==> src/rtl/scan_seq_pkg.sv <==
// Shared types and constants for the scan address sequencer and its helpers.
package scan_seq_pkg;

    localparam int unsigned ADDR_W   = 3;
    localparam int unsigned NUM_ADDR = 8;

    typedef enum logic [1:0] {
        IDLE,
        SCAN,
        DONE
    } state_e;

endpackage

==> src/rtl/mask_next_finder.sv <==
// Combinational search over an address-enable mask: next enabled index strictly above
// the current one, plus the lowest enabled index overall.
module mask_next_finder
    import scan_seq_pkg::*;
(
    input  logic [NUM_ADDR-1:0] mask,
    input  logic [ADDR_W-1:0]   cur,
    output logic [ADDR_W-1:0]   next_above,
    output logic                found,
    output logic [ADDR_W-1:0]   lowest,
    output logic                any
);

    // Descending scans, so the last hit written is the lowest qualifying index.
    always_comb begin
        next_above = '0;
        found      = 1'b0;
        lowest     = '0;
        any        = 1'b0;
        for (int i = int'(NUM_ADDR) - 1; i >= 0; i--) begin
            if (mask[i] && (i > int'(cur))) begin
                next_above = ADDR_W'(i);
                found      = 1'b1;
            end
            if (mask[i]) begin
                lowest = ADDR_W'(i);
                any    = 1'b1;
            end
        end
    end

endmodule

==> src/rtl/scan_addr_sequencer.sv <==
// Steps a registered 3-bit decoder select code through the enabled addresses of a mask,
// holding each for dwell+1 cycles, in single-sweep or continuous mode.
module scan_addr_sequencer #(
    parameter int unsigned DWELL_W  = 8,
    parameter int unsigned NUM_ADDR = 8
) (
    input  logic                clk,
    input  logic                rst,
    input  logic                start,
    input  logic                stop,
    input  logic                cont,
    input  logic [NUM_ADDR-1:0] mask,
    input  logic [DWELL_W-1:0]  dwell,
    output logic                a,
    output logic                b,
    output logic                c,
    output logic                valid,
    output logic                busy,
    output logic                done,
    output logic                wrap
);

    import scan_seq_pkg::ADDR_W;
    import scan_seq_pkg::state_e;
    import scan_seq_pkg::IDLE;
    import scan_seq_pkg::SCAN;
    import scan_seq_pkg::DONE;

    state_e              state_q, state_d;
    logic [ADDR_W-1:0]   addr_q, addr_d;
    logic [DWELL_W-1:0]  cnt_q, cnt_d;
    logic [DWELL_W-1:0]  dwell_q, dwell_d;
    logic [NUM_ADDR-1:0] mask_q, mask_d;
    logic                cont_q, cont_d;
    logic                valid_q, valid_d;
    logic                busy_q, busy_d;
    logic                done_q, done_d;
    logic                wrap_q, wrap_d;

    logic [NUM_ADDR-1:0] find_mask;
    logic [ADDR_W-1:0]   next_above, lowest;
    logic                found, any;

    // In IDLE the mask being latched this edge is the live input, so search it directly.
    assign find_mask = (state_q == IDLE) ? mask : mask_q;

    mask_next_finder u_finder (
        .mask       (find_mask),
        .cur        (addr_q),
        .next_above (next_above),
        .found      (found),
        .lowest     (lowest),
        .any        (any)
    );

    always_ff @(posedge clk or posedge rst) begin
        if (rst) begin
            state_q <= IDLE;
        end else begin
            state_q <= state_d;
        end
    end

    always_comb begin
        state_d = state_q;
        unique case (state_q)
            IDLE:    if (start) state_d = any ? SCAN : DONE;
            SCAN:    if ((cnt_q == '0) && !found && !cont_q) state_d = DONE;
            DONE:    state_d = IDLE;
            default: state_d = IDLE;
        endcase
        if (stop) state_d = IDLE;
    end

    always_comb begin
        addr_d  = addr_q;
        cnt_d   = cnt_q;
        dwell_d = dwell_q;
        mask_d  = mask_q;
        cont_d  = cont_q;
        valid_d = valid_q;
        done_d  = 1'b0;
        wrap_d  = 1'b0;
        unique case (state_q)
            IDLE: begin
                if (start && !stop) begin
                    mask_d  = mask;
                    dwell_d = dwell;
                    cont_d  = cont;
                    if (any) begin
                        addr_d  = lowest;
                        cnt_d   = dwell;
                        valid_d = 1'b1;
                    end else begin
                        done_d = 1'b1;
                    end
                end
            end
            SCAN: begin
                if (cnt_q != '0) begin
                    cnt_d = cnt_q - DWELL_W'(1);
                end else if (found) begin
                    addr_d = next_above;
                    cnt_d  = dwell_q;
                end else if (cont_q) begin
                    addr_d = lowest;
                    cnt_d  = dwell_q;
                    wrap_d = 1'b1;
                end else begin
                    addr_d  = '0;
                    valid_d = 1'b0;
                    done_d  = 1'b1;
                end
            end
            default: begin
                addr_d  = '0;
                valid_d = 1'b0;
            end
        endcase
        if (stop) begin
            addr_d  = '0;
            valid_d = 1'b0;
            done_d  = 1'b0;
            wrap_d  = 1'b0;
        end
        busy_d = (state_d == SCAN);
    end

    always_ff @(posedge clk or posedge rst) begin
        if (rst) begin
            addr_q  <= '0;
            cnt_q   <= '0;
            dwell_q <= '0;
            mask_q  <= '0;
            cont_q  <= 1'b0;
            valid_q <= 1'b0;
            busy_q  <= 1'b0;
            done_q  <= 1'b0;
            wrap_q  <= 1'b0;
        end else begin
            addr_q  <= addr_d;
            cnt_q   <= cnt_d;
            dwell_q <= dwell_d;
            mask_q  <= mask_d;
            cont_q  <= cont_d;
            valid_q <= valid_d;
            busy_q  <= busy_d;
            done_q  <= done_d;
            wrap_q  <= wrap_d;
        end
    end

    assign a     = addr_q[2];
    assign b     = addr_q[1];
    assign c     = addr_q[0];
    assign valid = valid_q;
    assign busy  = busy_q;
    assign done  = done_q;
    assign wrap  = wrap_q;

endmodule

==> config.mk <==
export PLATFORM = sky130hd
export DESIGN_NAME = scan_addr_sequencer
export DESIGN_NICKNAME = d
export VERILOG_FILES = /design/src/rtl/scan_seq_pkg.sv /design/src/rtl/mask_next_finder.sv /design/src/rtl/scan_addr_sequencer.sv
export SDC_FILE = /design/constraint.sdc
export NUM_CORES = 1
export LEC_CHECK = 0
export CORE_MARGIN = 8
export CORE_UTILIZATION = 55
export CTS_CLUSTER_SIZE = 24
export DETAILED_ROUTE_END_ITERATION = 8
export GPL_ROUTABILITY_DRIVEN = 0
export PLACE_DENSITY_LB_ADDON = 0.05
export SYNTH_ARGS = -nofsm -noshare
export SYNTH_HDL_FRONTEND = slang
export SYNTH_SLANG_ARGS = --single-unit
==> constraint.sdc <==
create_clock -name clk -period 2.8 [get_ports clk]
set_input_delay 0.42 -clock clk [delete_from_list [all_inputs] [get_ports clk]]
set_output_delay 0.42 -clock clk [all_outputs]
set_load 0.1 [all_outputs]
======== Yosys cells after proc, flatten, opt, wreduce, memory -nomap -nowiden ========
Index checks and enable logic that the tools add are counted.
word-level totals
  register bits after elaboration ......... 34
  bits in latches ......................... 0
  memory bits (writable) .................. 0
  memory bits (read-only) ................. 0
  bits of input ports ..................... 21
  output and inout port bits .............. 7
  logic and storage cells ................. 117
  memories ................................ 0
operators by class
  $add $sub $neg .......................... 1
  multiply operators ...................... 0
  divide/modulo/power cells ............... 0
  $lt $le $gt $ge ......................... 7
  equality and inequality tests ........... 10
  shifts and indexed selects .............. 0
  mux-type cells .......................... 68
  bitwise operators ....................... 0
  reductions and logical operators ........ 21
operator list
  kind                 count
  $mux 3               21
  $mux 8               6
  $mux 1               32
  $pmux 8 s2           1
  $gt 3x3->1 const A   4
  $ne 3x3->1 const B   4
  $logic_and 1x1->1    10
  $logic_not 8->1      1
  $mux 2               4
  $reduce_bool 8->1    1
  $sub 8x1->8 const B  1
  $gt 2x3->1 const A   2
  $pmux 3 s2           1
  $reduce_and 5->1     1
  $eq 2x1->1 const B   2
  $ne 4x4->1 const B   1
  $pmux 1 s2           2
  $pmux 2 s2           1
  $reduce_and 4->1     1
  $gt 1x3->1 const A   1
  $logic_not 1->1      3
  $ne 3x2->1 const B   1
  $reduce_and 3->1     1
  $logic_not 2->1      1
  4 further kinds      4

======== Longest topological paths before layout ========
Gate-level depths: netlist (run 1).
  depth after elaboration ................. 17
  depth in mapped cells ................... 9
  depth with buffers taken out ............ 8

======== Modules after synthesis ========
Synthesis (run 1) repeated with hierarchy kept, for this count alone.
second synthesis, totals
  cells, all modules ...................... 199
  area total of the unflattened synthesis .. 2088.3 µm²
modules (own cells, without submodules)
  module               times used  cells each  area an instance (µm²)  seq. area each (µm²)
  scan_addr_sequencer  1           158         1813.0                  850.8
  mask_next_finder     1           41          275.3                   0.0

======== Worst setup path before layout (run 1) ========
OpenSTA, ideal clock, no wires.
  kind .................................... register to register
  from .................................... register addr_q[1]
  to ...................................... register cnt_q[3]
  library setup time ...................... 0.128 ns
  data arrival time ....................... 2.488 ns
  data required time ...................... 2.672 ns
  path slack .............................. 0.184 ns
  stages on the path, launching flop included .. 7
  path buffers ............................ 1
  period minus slack after synthesis ...... 2.616 ns
  cell sequence ........................... dfrtp_1 clkbuf_1 o21ai_0 a221oi_4 a31oi_4 nor2_4 mux2_1
on the way
  word-level cells in the longest chain between the ends .. 12
  elaborated cells between the ends (all ways) .. 26
  classes of those cells .................. order compare (7); eq/ne (1); mux (10); reduce/logical (8)
ends and longest elaborated chain
  what                    RTL line                    source
  start, declared         scan_addr_sequencer.sv:30   logic [ADDR_W-1:0] addr_q, addr_d;
  start signal, assigned  scan_addr_sequencer.sv:141  addr_q <= addr_d;
  $gt 3x3->1              mask_next_finder.sv:21      if (mask[i] && (i > int'(cur))) begin
  $logic_and 1x1->1       mask_next_finder.sv:21
  $mux 1 (6 in series)    mask_next_finder.sv:21
  $mux 1 *                mask_next_finder.sv:21
  $mux 8                  scan_addr_sequencer.sv:102  end else if (found) begin
  $mux 8                  scan_addr_sequencer.sv:100  if (cnt_q != '0) begin
  $pmux 8 s2              scan_addr_sequencer.sv:84   unique case (state_q)
  end signal, assigned    scan_addr_sequencer.sv:142  cnt_q <= cnt_d;
  end, declared           scan_addr_sequencer.sv:31   logic [DWELL_W-1:0] cnt_q, cnt_d;
Mark *: on every way between the ends. The rest lies on a longest branch, timed or not.
A chain may end at the register's enable or synchronous reset.

======== Worst setup path in the final report (run 1) ========
  from .................................... input mask[6]
  to ...................................... register addr_q[0]
on the way
  word-level cells in the longest chain between the ends .. 13
  elaborated cells between the ends (all ways) .. 37
  classes of those cells .................. eq/ne (1); mux (34); reduce/logical (2)
ends and longest elaborated chain
  what                  RTL line                    source
  start, declared       scan_addr_sequencer.sv:12   input logic [NUM_ADDR-1:0] mask,
  $mux 8 *              scan_addr_sequencer.sv:45   assign find_mask = (state_q == IDLE) ? mask : mask_q;
  $mux 3 (7 in series)  mask_next_finder.sv:25      if (mask[i]) begin
  $mux 3                scan_addr_sequencer.sv:105  end else if (cont_q) begin
  $mux 3                scan_addr_sequencer.sv:102
  $mux 3                scan_addr_sequencer.sv:100
  $pmux 3 s2            scan_addr_sequencer.sv:84
  $mux 3                scan_addr_sequencer.sv:120  if (stop) begin
Mark *: on every way between the ends. The rest lies on a longest branch, timed or not. The select of a mux whose other input is x is not followed.

==> results.json, run 1 <==
{
  "htree_num_levels": 2,
  "dp_hpwl_um": 3900,
  "mostFrequentLayoutCell": "dfrtp_1",
  "maxSlewHeadroom_pct": 56.0,
  "avgViaCountPerCell": 6.31,
  "row_count": 23,
  "post_route_cells_drive_above_1_share_pct": 20.2,
  "worstRegToRegCells": 7,
  "ys_dominant_reg_cell": "dfrtp_1",
  "timing.final.crit_share_pct": 88.8,
  "r2r_slack_ps": 330,
  "start_util_pct": 56.4,
  "finish.net_count": 279,
  "postSynthRegisterBits": 34,
  "drt-total-wl_um": 5370,
  "vias": 1942,
  "clock_network_fraction_of_design_power_pct": 32.2,
  "grt_first_pass_wirelength_um": 9050,
  "detail-route-antenna-nets": 0,
  "holdCritPathClass": "flop to flop",
  "grt_start_max_net_pins": 35,
  "cp.arrival_ps": 2680,
  "syn_area_um2": 2220,
  "yosys_warnings": 0,
  "die_w_um": 79.6,
  "status": "complete, no violations",
  "layout-area-overhead-vs-synth_pct": 20.9,
  "timing.critical_path.to_type": "flop",
  "endpoint_of_the_lowest_slack_register_to_register_path": "addr_q[1]$_DFFE_PP0P_",
  "cell_internal_pwr_mw": 1.19,
  "grt_pass1_vias": 1873,
  "period_minus_slack_ps": 2490,
  "power.total_mw": 1.73,
  "worst-slew-pin-transition_ps": 644,
  "critical_path.startpoint": "mask[6]",
  "startpoint_type": "input pin",
  "finalHoldViolations": 0,
  "synthArstFlopShare_pct": 100,
  "reg_power_share_pct": 40.0,
  "drt-pass1-iter-count": 4,
  "critical_path_peak_fanout": 3,
  "critical-path-slowest-cell": "a2111oi_0",
  "critical-path-max-stage-delay_ps": 650,
  "post_cts_repair_timing_setup_buffer_count": 0,
  "cts-root-buf": "clkbuf_8",
  "final_core_occ_pct": 68.2,
  "critical_path_buf_inv_count": 1,
  "tritoncts_sink_count": 34,
  "slew_violations": 0,
  "timing.fmax_ghz": 0.402,
  "timing.critical_path.depth": 7,
  "critical_path.reg2reg.startpoint": "state_q[1]$_DFF_PP0_",
  "final_cell_mix": "dfrtp_1, clkdlybuf4s50_1, nor2_1, buf_4, a21oi_1",
  "grt_setup_unrepaired": "false",
  "switchingPower_uw": 547,
  "final.setup_skew_ps": 13.5,
  "globalRoute.totalOverflow": 0,
  "report.final.setup_viol": 0,
  "max_cap_viol": 0,
  "synth.lib_cells_used.distinct": 63,
  "syn-mean-instance-area_um2": 9.93,
  "peakVddDrop_uv": 405,
  "cts_buffers": 5,
  "floorplan.die_area_um2": 6340,
  "tritoncts_clock_tree": "done",
  "antennaDiodeCount": 0,
  "comb_power_share_pct": 27.7,
  "total_leakage_power_nw": 1.09,
  "critical_path.top_delay_family": "compound AO/OA/AOI/OAI gates",
  "clkLatencyLatePin_ps": 290,
  "synthesis.nets": 246,
  "drc": 0,
  "power-per-cell-area_nw_per_um2": 645,
  "io_pins": 28,
  "grt_antenna_before_repair": 0,
  "grtUsageTotal_pct": 17.6,
  "critical_path.endpoint": "addr_q[0]$_DFFE_PP0P_",
  "core_area_um2": 3940,
  "seq_area_frac_synth_pct": 38.2,
  "drtIter0Drc": 263,
  "clockBufferDepth": 2,
  "drt-wirelength-per-cell_um": 17.4,
  "total_neg_setup_slack_ps": 0,
  "netSwitchingFraction_pct": 31.5,
  "die_height_um": 79.6,
  "required_ps": 3000,
  "synth_enable_flop_cells": 0,
  "clk_pin_slew_worst_paths_ps": 80,
  "synth_instances": 224,
  "io_buffers": 27,
  "timing.setup.critical_path_class": "input pin to flop",
  "timing.critical_path.cells": "clkdlybuf4s50_1 -> or4b_1 -> o21ai_2 -> o22ai_1 -> a2111oi_0 -> a21oi_1 -> o211ai_1"
}
-- Yosys cell counts, drive strengths merged, types with 3 or more instances --
| cell | number | area [um^2] |
|---|---|---|
| or4 | 4 | 33.8 |
| nand2 | 6 | 22.5 |
| nor4 | 3 | 25.0 |
| mux2 | 19 | 214 |
| nor2 | 19 | 78.8 |
| dfrtp | 34 | 851 |
| a211oi | 4 | 30.0 |
| a21oi | 15 | 75.1 |
| nor3 | 11 | 55.1 |
| nand3b | 3 | 22.5 |
| buf | 8 | 61.3 |
| nor3b | 4 | 35.0 |
| mux2i | 3 | 30.0 |
| nand2b | 6 | 37.5 |
| o21ai | 13 | 68.8 |
| nand3 | 5 | 30.0 |
| clkbuf | 4 | 15.0 |
| or3b | 3 | 26.3 |
| and2 | 3 | 18.8 |
| xnor2 | 3 | 26.3 |
| or4b | 3 | 30.0 |
| o31ai | 5 | 56.3 |
| inv | 9 | 33.8 |
-- per-stage QoR --
step	setup slack [ps]	cell area [um^2]	hold WS, ps	instances
after floorplan	184	2220	453	224
after global routing	106	2690	509	308
after global placement	91.1	2550	468	300
after detailed placement	43.5	2550	477	300
after CTS	257	2690	493	308
final	313	2690	490	308
-- power by group through the flow --
stage	registers, mW	logic [mW]	clock network (mW)
after floorplan	0.703	0.334	0
after global placement	0.697	0.464	0
after detailed placement	0.700	0.475	0
after CTS	0.691	0.478	0.570
after global routing	0.710	0.528	0.587
final	0.694	0.481	0.559
-- cells by family (layout without fill, tap and decap cells) --
logic type | after synthesis | in the layout | share of synthesized area (%)
compound gates | 69 | 69 | 24.3
xor+xnor | 3 | 3 | 1.18
fa+ha+maj | 1 | 1 | 0.562
buf+inv | 21 | 55 | 4.95
flops | 34 | 34 | 38.2
mux | 22 | 22 | 11.0
simple gates | 74 | 74 | 19.8
-- repair_timing --
action / CTS / global route
hold buffers: 0 / 0
resized for setup: 0 / 1
hold endpoints to repair: 0 / 0
endpoints found under the setup margin: 0 / 1
-- final cells by class --
class	count	area, um^2
Clock buffer	6	82.6
Clock inverter	2	60.1
Fill cell	294	1250
Tap cell	50	62.6
Inverter	9	33.8
Timing Repair Buffer	38	335
Multi-Input combinational cell	169	1260
Sequential cell	34	852
-- routing by layer --
metal,GRT usage (%),vias to the layer above,wire length (um)
li1,-,925,-
met1,24.9,922,2450
met2,25.5,87,2360
met3,4.05,8,480
met4,5.93,0,74
met5,0,-,0
-- worst register-to-register path: cells and delay by family, from the launching register on --
family	cells	cell delay [ps]
AOI/OAI and AO/OA	4	870
buffers and inverters	1	220
and+or+nand+nor	2	630
DFF	1	660
-- registers in the layout, summed over array words and instances (netlist names), 2 cells and up --
signal and count:
state_q 2, dwell_q 8, mask_q 8, addr_q 3, cnt_q 8
-- worst min-delay path by stage --
stage	start	endpoint	slack, ps	depth (start not counted)
after floorplan	dwell_q[3]$_DFFE_PP0P_	dwell_q[3]$_DFFE_PP0P_	450	1
after global placement	dwell_q[3]$_DFFE_PP0P_	dwell_q[3]$_DFFE_PP0P_	470	1
after detailed placement	dwell_q[1]$_DFFE_PP0P_	dwell_q[1]$_DFFE_PP0P_	480	1
after CTS	dwell_q[1]$_DFFE_PP0P_	dwell_q[1]$_DFFE_PP0P_	490	1
after global routing	dwell_q[4]$_DFFE_PP0P_	dwell_q[4]$_DFFE_PP0P_	510	1
final	dwell_q[4]$_DFFE_PP0P_	dwell_q[4]$_DFFE_PP0P_	490	1
No activity file was read; power rests on OpenSTA's default activity.
==> inputs of run 2 (changes only) <==
--- a/config.mk
+++ b/config.mk
@@ -9,7 +9,9 @@
 export CORE_UTILIZATION = 55
 export CTS_CLUSTER_SIZE = 24
 export DETAILED_ROUTE_END_ITERATION = 8
+export DONT_BUFFER_PORTS = 1
 export GPL_ROUTABILITY_DRIVEN = 0
+export GPL_TIMING_DRIVEN = 0
 export PLACE_DENSITY_LB_ADDON = 0.05
 export SYNTH_ARGS = -nofsm -noshare
 export SYNTH_HDL_FRONTEND = slang
==> results.json, run 2 (synthesis gave the netlist of run 1 again) <==
{
  "status": "complete, no violations",
  "post_cts_repair_timing_setup_buffer_count": 0,
  "drt-total-wl_um": 5440,
  "grt_antenna_before_repair": 0,
  "start_util_pct": 56.4,
  "critical_path.endpoint": "cnt_q[3]$_DFFE_PP0P_",
  "maxSlewHeadroom_pct": 40.3,
  "timing.fmax_ghz": 0.380,
  "post_route_cells_drive_above_1_share_pct": 19.4,
  "startpoint_type": "flop",
  "globalRoute.totalOverflow": 0,
  "die_height_um": 79.6,
  "peakVddDrop_uv": 369,
  "clockBufferDepth": 2,
  "critical_path.reg2reg.startpoint": "addr_q[1]$_DFFE_PP0P_",
  "holdCritPathClass": "input pin to asynchronous set/reset pin",
  "mostFrequentLayoutCell": "dfrtp_1",
  "report.final.setup_viol": 0,
  "avgViaCountPerCell": 6.54,
  "grt_first_pass_wirelength_um": 9050,
  "cts-root-buf": "clkbuf_8",
  "clk_pin_slew_worst_paths_ps": 70,
  "worstRegToRegCells": 6,
  "top_regs": "cnt_q: 8 flops, dwell_q: 8 flops, mask_q: 8 flops",
  "place.detailed.instances": 274,
  "drc": 0,
  "clkLatencyLatePin_ps": 290,
  "total_leakage_power_nw": 0.954,
  "cp.arrival_ps": 2810,
  "critical_path_peak_fanout": 9,
  "required_ps": 2980,
  "io_pins": 28,
  "drt-pass1-iter-count": 4,
  "power-per-cell-area_nw_per_um2": 656,
  "row_count": 23,
  "die_w_um": 79.6,
  "total_neg_setup_slack_ps": 0,
  "timing.setup.critical_path_class": "flop to flop",
  "floorplan.die_area_um2": 6340,
  "tritoncts_clock_tree": "done",
  "drt-wirelength-per-cell_um": 19.3,
  "antennaDiodeCount": 0,
  "layout-area-overhead-vs-synth_pct": 7.87,
  "endpoint_of_the_lowest_slack_register_to_register_path": "cnt_q[3]$_DFFE_PP0P_",
  "slew_violations": 0,
  "grt_setup_unrepaired": "false",
  "grt_start_max_net_pins": 35,
  "finalHoldViolations": 0,
  "timing.critical_path.to_type": "flop",
  "stdcell_count": 282,
  "period_minus_slack_ps": 2630,
  "grtUsageTotal_pct": 18.2,
  "final_core_occ_pct": 60.9,
  "grt_pass1_vias": 1818,
  "final_cell_mix": "dfrtp_1, nor2_1, a21oi_1",
  "timing.final.crit_share_pct": 94.0,
  "r2r_slack_ps": 170,
  "htree_num_levels": 2,
  "drtIter0Drc": 194,
  "critical_path.startpoint": "addr_q[1]$_DFFE_PP0P_",
  "tritoncts_sink_count": 34,
  "dp_hpwl_um": 4100,
  "finish.net_count": 253,
  "max_cap_viol": 0,
  "detail-route-antenna-nets": 0,
  "final.setup_skew_ps": 8.25,
  "worst-slew-pin-transition_ps": 895,
  "io_buffers": 0,
  "core_area_um2": 3940,
  "vias": 1843,
  "cts_buffers": 5
}
## run 2: changes by cell type in the layout (fill, tap and decap cells not counted), sizes merged
cell | previous run | this run
buf | 18 | 8
bufinv | 2 | 1
clkbuf | 6 | 9
clkdlybuf4s50 | 20 | 0
clkinv | 0 | 2
## run 2: worst min-delay path by stage
stage	from	cells after the start	to
after floorplan	dwell_q[3]$_DFFE_PP0P_	1	dwell_q[3]$_DFFE_PP0P_
after global routing	rst	1	cnt_q[4]$_DFFE_PP0P_
after global placement	dwell_q[3]$_DFFE_PP0P_	1	dwell_q[3]$_DFFE_PP0P_
final	rst	1	cnt_q[6]$_DFFE_PP0P_
after CTS	dwell[2]	1	dwell_q[2]$_DFFE_PP0P_
after detailed placement	dwell_q[3]$_DFFE_PP0P_	1	dwell_q[3]$_DFFE_PP0P_
## run 2: critical path: stages (launching register included)
cell	delay, ps
dfrtp_2	680
clkbuf_1	360
o21ai_0	260
a221oi_4	460
a31oi_4	190
nor2_4	220
mux2_1	350
## run 2: where the power goes
group          internal, mW  switching (mW)  total, mW
clock network         0.262           0.182      0.444
logic                 0.189           0.216      0.405
registers             0.584           0.141      0.725
total                  1.04           0.539       1.57
## run 2: layer usage
metal  track usage, %  vias to the layer above  routed length [um]
met2             26.7                       69                2470
met5                0                        -                   0
met3             6.98                        7                 547
li1                 -                      872                   -
met1             23.3                      895                2350
met4             7.59                        0                  65
## run 2: per-stage QoR
step | cell area [um^2] | worst slack (ps) | power [mW] | hold slack, ps
final | 2400 | 168 | 1.57 | 105
after floorplan | 2220 | 184 | 1.04 | 453
after detailed placement | 2290 | -122 | 1.13 | 474
after global placement | 2290 | -92.5 | 1.12 | 462
after global routing | 2400 | 22.7 | 1.66 | 181
after CTS | 2400 | 163 | 1.58 | 254
## run 2: what timing repair did
item,in CTS,in global routing
endpoints found under the setup margin,2,0
endpoints found under the hold margin,0,0
gates resized for setup,3,0
hold buffers,0,0
## run 2: layout make-up
type	count	area [um^2]
clock inverters	3	40.0
plain buffers	12	76.3
inverters	9	33.8
flip-flops and latches	34	855
multi-input cells	169	1260
fillers	333	1540
clock buffers	5	68.8
well taps	50	62.6
